$ cat config.mk
export PLATFORM = sky130hd
export DESIGN_NAME = add_round_key_stream
export DESIGN_NICKNAME = d
export VERILOG_FILES = /design/src/rtl/add_round_key_stream.sv
export SDC_FILE = /design/constraint.sdc
export NUM_CORES = 1
export LEC_CHECK = 0
export CAP_MARGIN = 20
export CELL_PAD_IN_SITES_DETAIL_PLACEMENT = 0
export CELL_PAD_IN_SITES_GLOBAL_PLACEMENT = 1
export CORE_AREA = 2 2 663 665
export DETAILED_ROUTE_END_ITERATION = 10
export DIE_AREA = 0 0 665 667
export GPL_TIMING_DRIVEN = 1
export PLACE_DENSITY_LB_ADDON = 0.1
export SYNTH_ARGS = -nofsm -noshare
export SYNTH_HDL_FRONTEND = slang
export SYNTH_SLANG_ARGS = --single-unit
$ cat constraint.sdc
create_clock -name clk -period 1.8 [get_ports clk]
set_clock_uncertainty 0.15 [all_clocks]
set_input_delay 0.36 -clock clk [delete_from_list [all_inputs] [get_ports clk]]
set_output_delay 0.36 -clock clk [all_outputs]
set_load 0.01 [all_outputs]
$ cat src/rtl/add_round_key_stream.sv
// AES add-round-key with run-time round-key select and valid/ready handshake.
// Output register plus one skid register gives full throughput under backpressure.
module add_round_key_stream #(
    parameter  int NR    = 10,
    parameter  int BLK_W = 128,
    localparam int RW    = $clog2(NR + 1)
) (
    input  logic                      clk,
    input  logic                      rst_n,
    input  logic [BLK_W*(NR+1)-1:0]   expanded_key,
    input  logic                      in_valid,
    output logic                      in_ready,
    input  logic [BLK_W-1:0]          in_state,
    input  logic [RW-1:0]             in_round,
    input  logic                      in_decrypt,
    output logic                      out_valid,
    input  logic                      out_ready,
    output logic [BLK_W-1:0]          out_state,
    output logic [RW-1:0]             out_round,
    output logic                      out_err
);

    logic             or_valid_q, or_valid_d;
    logic [BLK_W-1:0] or_state_q, or_state_d;
    logic [RW-1:0]    or_round_q, or_round_d;
    logic             or_err_q,   or_err_d;

    logic             sk_valid_q, sk_valid_d;
    logic [BLK_W-1:0] sk_state_q, sk_state_d;
    logic [RW-1:0]    sk_round_q, sk_round_d;
    logic             sk_err_q,   sk_err_d;

    logic             key_err;
    logic [RW-1:0]    key_idx;
    logic [BLK_W-1:0] round_key;
    logic [BLK_W-1:0] keyed_state;
    logic             accept;
    logic             or_free;

    // Out-of-range rounds select an all-zero key so the state passes unchanged.
    always_comb begin
        key_err   = (in_round > RW'(NR));
        key_idx   = in_decrypt ? (RW'(NR) - in_round) : in_round;
        round_key = '0;
        for (int r = 0; r <= NR; r++) begin
            if (!key_err && (key_idx == RW'(r))) begin
                round_key = expanded_key[BLK_W*r +: BLK_W];
            end
        end
        keyed_state = in_state ^ round_key;
    end

    assign accept  = in_valid && !sk_valid_q;
    assign or_free = !or_valid_q || out_ready;

    always_comb begin
        or_valid_d = or_valid_q;
        or_state_d = or_state_q;
        or_round_d = or_round_q;
        or_err_d   = or_err_q;
        sk_valid_d = sk_valid_q;
        sk_state_d = sk_state_q;
        sk_round_d = sk_round_q;
        sk_err_d   = sk_err_q;

        if (or_free) begin
            if (sk_valid_q) begin
                or_valid_d = 1'b1;
                or_state_d = sk_state_q;
                or_round_d = sk_round_q;
                or_err_d   = sk_err_q;
                sk_valid_d = 1'b0;
            end else if (accept) begin
                or_valid_d = 1'b1;
                or_state_d = keyed_state;
                or_round_d = in_round;
                or_err_d   = key_err;
            end else begin
                or_valid_d = 1'b0;
            end
        end else if (accept) begin
            sk_valid_d = 1'b1;
            sk_state_d = keyed_state;
            sk_round_d = in_round;
            sk_err_d   = key_err;
        end
    end

    always_ff @(posedge clk or negedge rst_n) begin
        if (!rst_n) begin
            or_valid_q <= 1'b0;
            or_state_q <= '0;
            or_round_q <= '0;
            or_err_q   <= 1'b0;
            sk_valid_q <= 1'b0;
            sk_state_q <= '0;
            sk_round_q <= '0;
            sk_err_q   <= 1'b0;
        end else begin
            or_valid_q <= or_valid_d;
            or_state_q <= or_state_d;
            or_round_q <= or_round_d;
            or_err_q   <= or_err_d;
            sk_valid_q <= sk_valid_d;
            sk_state_q <= sk_state_d;
            sk_round_q <= sk_round_d;
            sk_err_q   <= sk_err_d;
        end
    end

    assign in_ready  = !sk_valid_q;
    assign out_valid = or_valid_q;
    assign out_state = or_state_q;
    assign out_round = or_round_q;
    assign out_err   = or_err_q;

endmodule

# [Yosys cells after proc, flatten, opt, wreduce, memory -nomap -nowiden]
# Cells that the tools add are included.
[word_totals] register_bits=268 in_bits=1545 out_inout_bits=135 wordCells=65
[classes] add_sub_neg=1 n_lt_le_gt_ge=1 n_eq_ne=10 mux=22 n_bitwise=2 reduce_logical=21
[op_table] cell="$mux 128" n=13
[op_table] cell="$xor 128x128->128" n=1
[op_table] cell="$eq 4x3->1 const B" n=4
[op_table] cell="$eq 4x4->1 const B" n=3
[op_table] cell="$logic_and 1x1->1" n=12
[op_table] cell="$mux 4" n=3
[op_table] cell="$eq 4x2->1 const B" n=2
[op_table] cell="$mux 1" n=6
[op_table] cell="$eq 4x1->1 const B" n=1
[op_table] cell="$gt 4x4->1 const B" n=1
[op_table] cell="$logic_not 4->1" n=1
[op_table] cell="$reduce_and 2->1" n=2
[op_table] cell="$reduce_bool 2->1" n=2
[op_table] cell="$sub 4x4->4 const A" n=1
[op_table] cell="$logic_not 1->1" n=3
[op_table] cell="$logic_or 1x1->1" n=1
[op_table] cell="$not 1->1" n=1

# [Depth between registers and ports, before layout]
[logic_depth] depth_word=18 mapped_depth=15 depth_no_buf=10

# [Worst setup path before layout]
# Ideal clock, no wire load.
[synth_timing] path_type="input port to flip-flop" start="in in_round[1]" end="reg or_state_q[9] (netlist: out_state[9])" setup_ns=0.128 arrival_ns=2.804 required_ns=1.522 slack_ns=-1.282 stages=15 path_buffers=5 cell_sequence="buf_6 > inv_1 > ha_1 > mux2_2 > buf_6 > nor3_4 > o21ai_1 > buf_2 > buf_4 > buf_4 > o221ai_1 > a21oi_1 > a22oi_1 > mux2i_1 > nand3_1"
[synth_between] elab_chain_cells=18 elab_cells_between_ends=40 classes_between="add/sub: 1; order compare: 1; eq/ne: 10; mux: 14; bitwise: 1; reduce/logical: 13"
[synth_rtl] element="start, declared" line_no="14" text="input logic [RW-1:0] in_round,"
[synth_rtl] element="$sub 4x4->4" line_no="43" text="key_idx = in_decrypt ? (RW'(NR) - in_round) : in_round;"
[synth_rtl] element="$mux 4" line_no="43"
[synth_rtl] element="$logic_not 4->1" line_no="46" text="if (!key_err && (key_idx == RW'(r))) begin"
[synth_rtl] element="$logic_and 1x1->1" line_no="46"
[synth_rtl] element="$mux 128 (10 in a row)" line_no="46"
[synth_rtl] element="$mux 128 *" line_no="46"
[synth_rtl] element="$xor 128x128->128 *" line_no="50" text="keyed_state = in_state ^ round_key;"
[synth_rtl] element="$mux 128 *" line_no="73" text="end else if (accept) begin"
[synth_rtl] element="$mux 128 *" line_no="67" text="if (sk_valid_q) begin"
[synth_rtl] element="end signal, assigned" line_no="101" text="or_state_q <= or_state_d;"
[synth_rtl] element="end, declared" line_no="24" text="logic [BLK_W-1:0] or_state_q, or_state_d;"
# Mark *: on every way between the ends. The rest lies on a longest branch, timed or not. The select of a mux whose other input is x is not followed.
# A chain may end at the register's enable or synchronous reset.

# [Worst setup path in the final report]
[layout_timing] start="in in_round[1]" end="reg or_state_q[87] (netlist: out_state[87])"
# Same word-level chain as after synthesis.

==> summary.md <==
| Metric | Value |
|---|---|
| Antenna violations before repair | 285 |
| Hold WC Path Type | in -> async |
| Classification of the worst setup path | in -> reg |
| Required time of the critical path | between 2000 and 2500 ps |
| Pre-antenna DRT Iters | 6 |
| Number of antenna-violating nets in the routed design | 0 |
| Half-perimeter wire length after detailed placement | 348 mm |
| Syn nets | 5,183 |
| Clk Latency, worst-skew pair | 710 ps |
| Clock tree from TritonCTS | built |
| PD cells | 600 nW/um^2 |
| Number of pins with negative max-slew slack in the final report | 0 |
| Unique masters post-synth | 87 |
| Net switching fraction of the power | approximately two fifths |
| Max-capacitance violation count | 0 |
| Highest ir drop seen on vdd | 827 uV |
| Register area share after synthesis | 23.6% |
| Core area | 437,000 sq um |
| Synthesis-to-layout area growth | 144% |
| Share of the core filled with cells | 15.9% |
| Worst hold slack | 62.7 ps |
| Mean routed wirelength per cell | 35.0 microns |
| Endpoint of the worst register-to-register path | out_state[110] |
| Ys Warns | 0 |
| Combinational fraction of design power | between 50 and 60% |
| Area of the die | 444,000 sq um |
| Largest fanout of any net on the critical path | 27 |
| Switching Power | about 17 mW |
| Worst rel slew slack | 44.2% |
| Relative contribution of sequential cells to total power | 21.6% |
| Fraction of layout instances using a drive strength above 1 | 29.9% |
| Vias in the first global route | roughly 44,000 |
| Die Span Y | 667 microns |
| Register-to-register setup slack | -150 ps |
| Die Width | roughly 670 microns |
| Kind of start point of the critical path | input pin |
| RSZ-0062 raised after global routing | yes |
| Total DRC errors in the routed layout | 0 |
| Placer Congestion | 0.879 |
| Placed cells | 11,501 |
| Cell with the most instances on the worst path | sky130_fd_sc_hd__buf_12 |
| Total congestion overflow | 0 |
| Maximum clock frequency | 0.330 GHz |
| Clock root cell | sky130_fd_sc_hd__clkbuf_16 |
| Largest net degree at the start of global routing | 43 |
| CP max-delay cell | sky130_fd_sc_hd__a2111o_1 |
| Static power due to leakage | 26.0 nW |
| First-pass GRT wire length | between 500 and 600 mm |
| Synthesis-stage register bit count | roughly 270 |
| DRC marker count from the first detailed-route iteration | 2,750 |
| Via count | 42,310 |
| Cell breakdown of the critical path | buf_12, inv_6, ha_4, mux2_8, buf_12, and3_1, a2111o_1, buf_6, a32oi_4, nor3_4, a2111oi_4, clkbuf_16, mux2i_2, nand3_1 |
| Number of standard cells in the final layout excluding fillers | 11,839 |
| Crit-path max cell delay | 490 ps |
| Violated checks | setup timing |
| Total design power | about 42 mW |
| Fraction of the cycle the final worst path needs | 169% |
| Number of enable-type register cells in the synthesized netlist | 0 |
| Worst reg2reg path startpoint | sk_valid_q |
| Worst R2R Path Depth | 6 |
| Maximum buffer depth of the clock tree | 3 |
| Per-instance average area after synthesis | 7.82 sq um |
| Count of final setup violators | 356 |
| Primary flip-flop cell chosen by synthesis mapping | sky130_fd_sc_hd__dfrtp_1 |
| Worst slew pin tran | 838 ps |
| # H-tree levels | 2 |
| IO Count | 1,680 |
| Outcome | complete, but fails checks |
| Floorplan row count | roughly 240 |
| Buffers added on ports | about 1,700 |
| Vias per std cell | roughly 3.6 |
| Global routing usage summed across all routing layers | 17.9% |
| Final count of hold timing violations | 0 |
| TritonCTS Buffers | 46 |
| Aggregate routed wire length | between 400 and 500 mm |
| Sort of element at the end of the critical path | flip-flop |
| Clock transition at the registers of the reported paths | 60 ps |
| Crit path time final | 3030 ps |
| Least setup slack across all paths after layout | -1230 ps |
| Data arrival time at the worst-slack endpoint | 3430 ps |
| Post-layout net count | 7,548 |
| # clock sinks | 268 |
| Post-synthesis instance area | 28,400 sq um |
| Starting density of the core | around 6.5% |
| Int Pwr | 24.6 mW |
| Post-route setup TNS | -303,410 ps |
| Share of flip-flops with an asynchronous set or reset | 100% |
| Part of the power in the clock network | 22.4% |
| Synthesized netlist cell count | around 3,600 |
-- final cells by class --
class	instances	area [sq um]
multi-input cells	2919	24400
diodes	48	120
flip-flops and latches	268	6710
repair buffers	2733	29300
fillers	49214	367000
inverters	32	134
clock buffers	70	1320
well taps	5757	7200
clock inverters	12	194
-- placed cells by master, fill, tap and decap left out, types with 54 or more instances in the layout --
cell type and instances:
sky130_fd_sc_hd__a21o_1 60, sky130_fd_sc_hd__a21oi_1 122, sky130_fd_sc_hd__a221o_1 75, sky130_fd_sc_hd__a221oi_1 54
sky130_fd_sc_hd__a32o_1 64, sky130_fd_sc_hd__and3_1 190, sky130_fd_sc_hd__buf_12 251, sky130_fd_sc_hd__buf_4 660
sky130_fd_sc_hd__buf_6 109, sky130_fd_sc_hd__clkdlybuf4s50_1 1627, sky130_fd_sc_hd__dfrtp_1 267, sky130_fd_sc_hd__mux2i_1 134
sky130_fd_sc_hd__nand2_1 448, sky130_fd_sc_hd__nand2b_1 61, sky130_fd_sc_hd__nand3_1 237, sky130_fd_sc_hd__nor3_1 118
sky130_fd_sc_hd__o21ai_0 166, sky130_fd_sc_hd__o21ai_1 134
-- timing repair --
action / CTS / global route
hold endpoints to repair: 270 / 0
setup endpoints to repair: 397 / 398
buffers inserted: 176 / 51
pin swaps: 281 / 139
resized for setup: 788 / 179
cloned: 27 / 2
hold buffers: 6 / 0
-- Yosys cell counts, drive strengths merged (5+ instances only) --
cell type  count  area (sq um)
a2111o        31           349
a2111oi       31           841
a211oi       117          1140
a21o          61           458
a21oi        177           908
a221o         76           761
a221oi        85           744
a22oi         28           224
a2bb2oi       54           485
a31oi         25           156
a32o          89           891
a32oi         32           299
and2          24           150
and3         193          1210
buf          150           813
clkbuf       267          1000
dfrtp        268          6710
inv           31           116
mux2           5          56.3
mux2i        150          1510
nand2        454          1700
nand2b        64           400
nand3        241          1220
nand4          5          31.3
nor2          62           233
nor2b          7          46.3
nor3         197          1160
nor4           5          37.5
o211ai        63           523
o21a          52           392
o21ai        318          1600
o22ai         58           363
o311ai        11          96.3
o41ai         22           193
xnor2         81           709
xor2          48           420
-- layer usage --
metal	up-vias	GRT usage, %	part of all wire (%)
met2	1650	32.6	50
li1	18730	-	-
met1	21218	22.4	43
met4	130	2.15	1.7
met5	-	0	0.19
met3	582	3.23	4.9
-- flip-flops by register name, summed over array words and instances (netlist names) --
signal and count:
sk_round_q 4, out_state 128, sk_err_q 1, sk_valid_q 1, sk_state_q 128, out_round 4
out_valid 1, out_err 1
-- cell families after synthesis --
group           synth area share, %
compound gates                 37.7
fa+ha+maj                     0.132
flops                          23.6
buf+inv                        6.81
simple gates                   22.2
mux                            5.53
xor+xnor                       3.98
-- worst max-delay path, delay by kind of cell --
kind	cells	cell delay [ps]
buf+inv	5	750
simple gates	3	390
mux	2	530
fa+ha+maj	1	250
compound gates	3	1050
-- power by group through the flow --
| stage | clock (mW) | combinational (mW) | sequential (mW) |
|---|---|---|---|
| 2_1_floorplan | 0 | 5.97 | 8.91 |
| 6_report | 9.34 | 23.3 | 8.99 |
| 4_1_cts | 9.88 | 23.6 | 9.03 |
| 5_1_grt | 10.0 | 24.8 | 9.22 |
| 3_5_place_dp | 0 | 21.4 | 9.09 |
| 3_3_place_gp | 0 | 21.5 | 9.09 |
-- metrics by stage --
stage                     instance area, sq um  worst slack (ps)
final                                    69400             -1230
after global routing                     69300             -1330
after CTS                                68000             -1190
after detailed placement                 60100             -3400
after global placement                   60100             -3430
after floorplan                          28900             -1100
-- worst max-delay path by stage --
stage	end	start	slack [ps]
floorplan	out_state[107]	in_round[1]	-1100
detailed placement	sk_state_q[70]	in_round[1]	-3400
finish	out_state[87]	in_round[1]	-1230
CTS	out_state[72]	in_round[1]	-1190
global placement	sk_state_q[70]	in_round[1]	-3430
global route	out_state[8]	in_round[1]	-1330
Power figures use the tool's default switching activity.
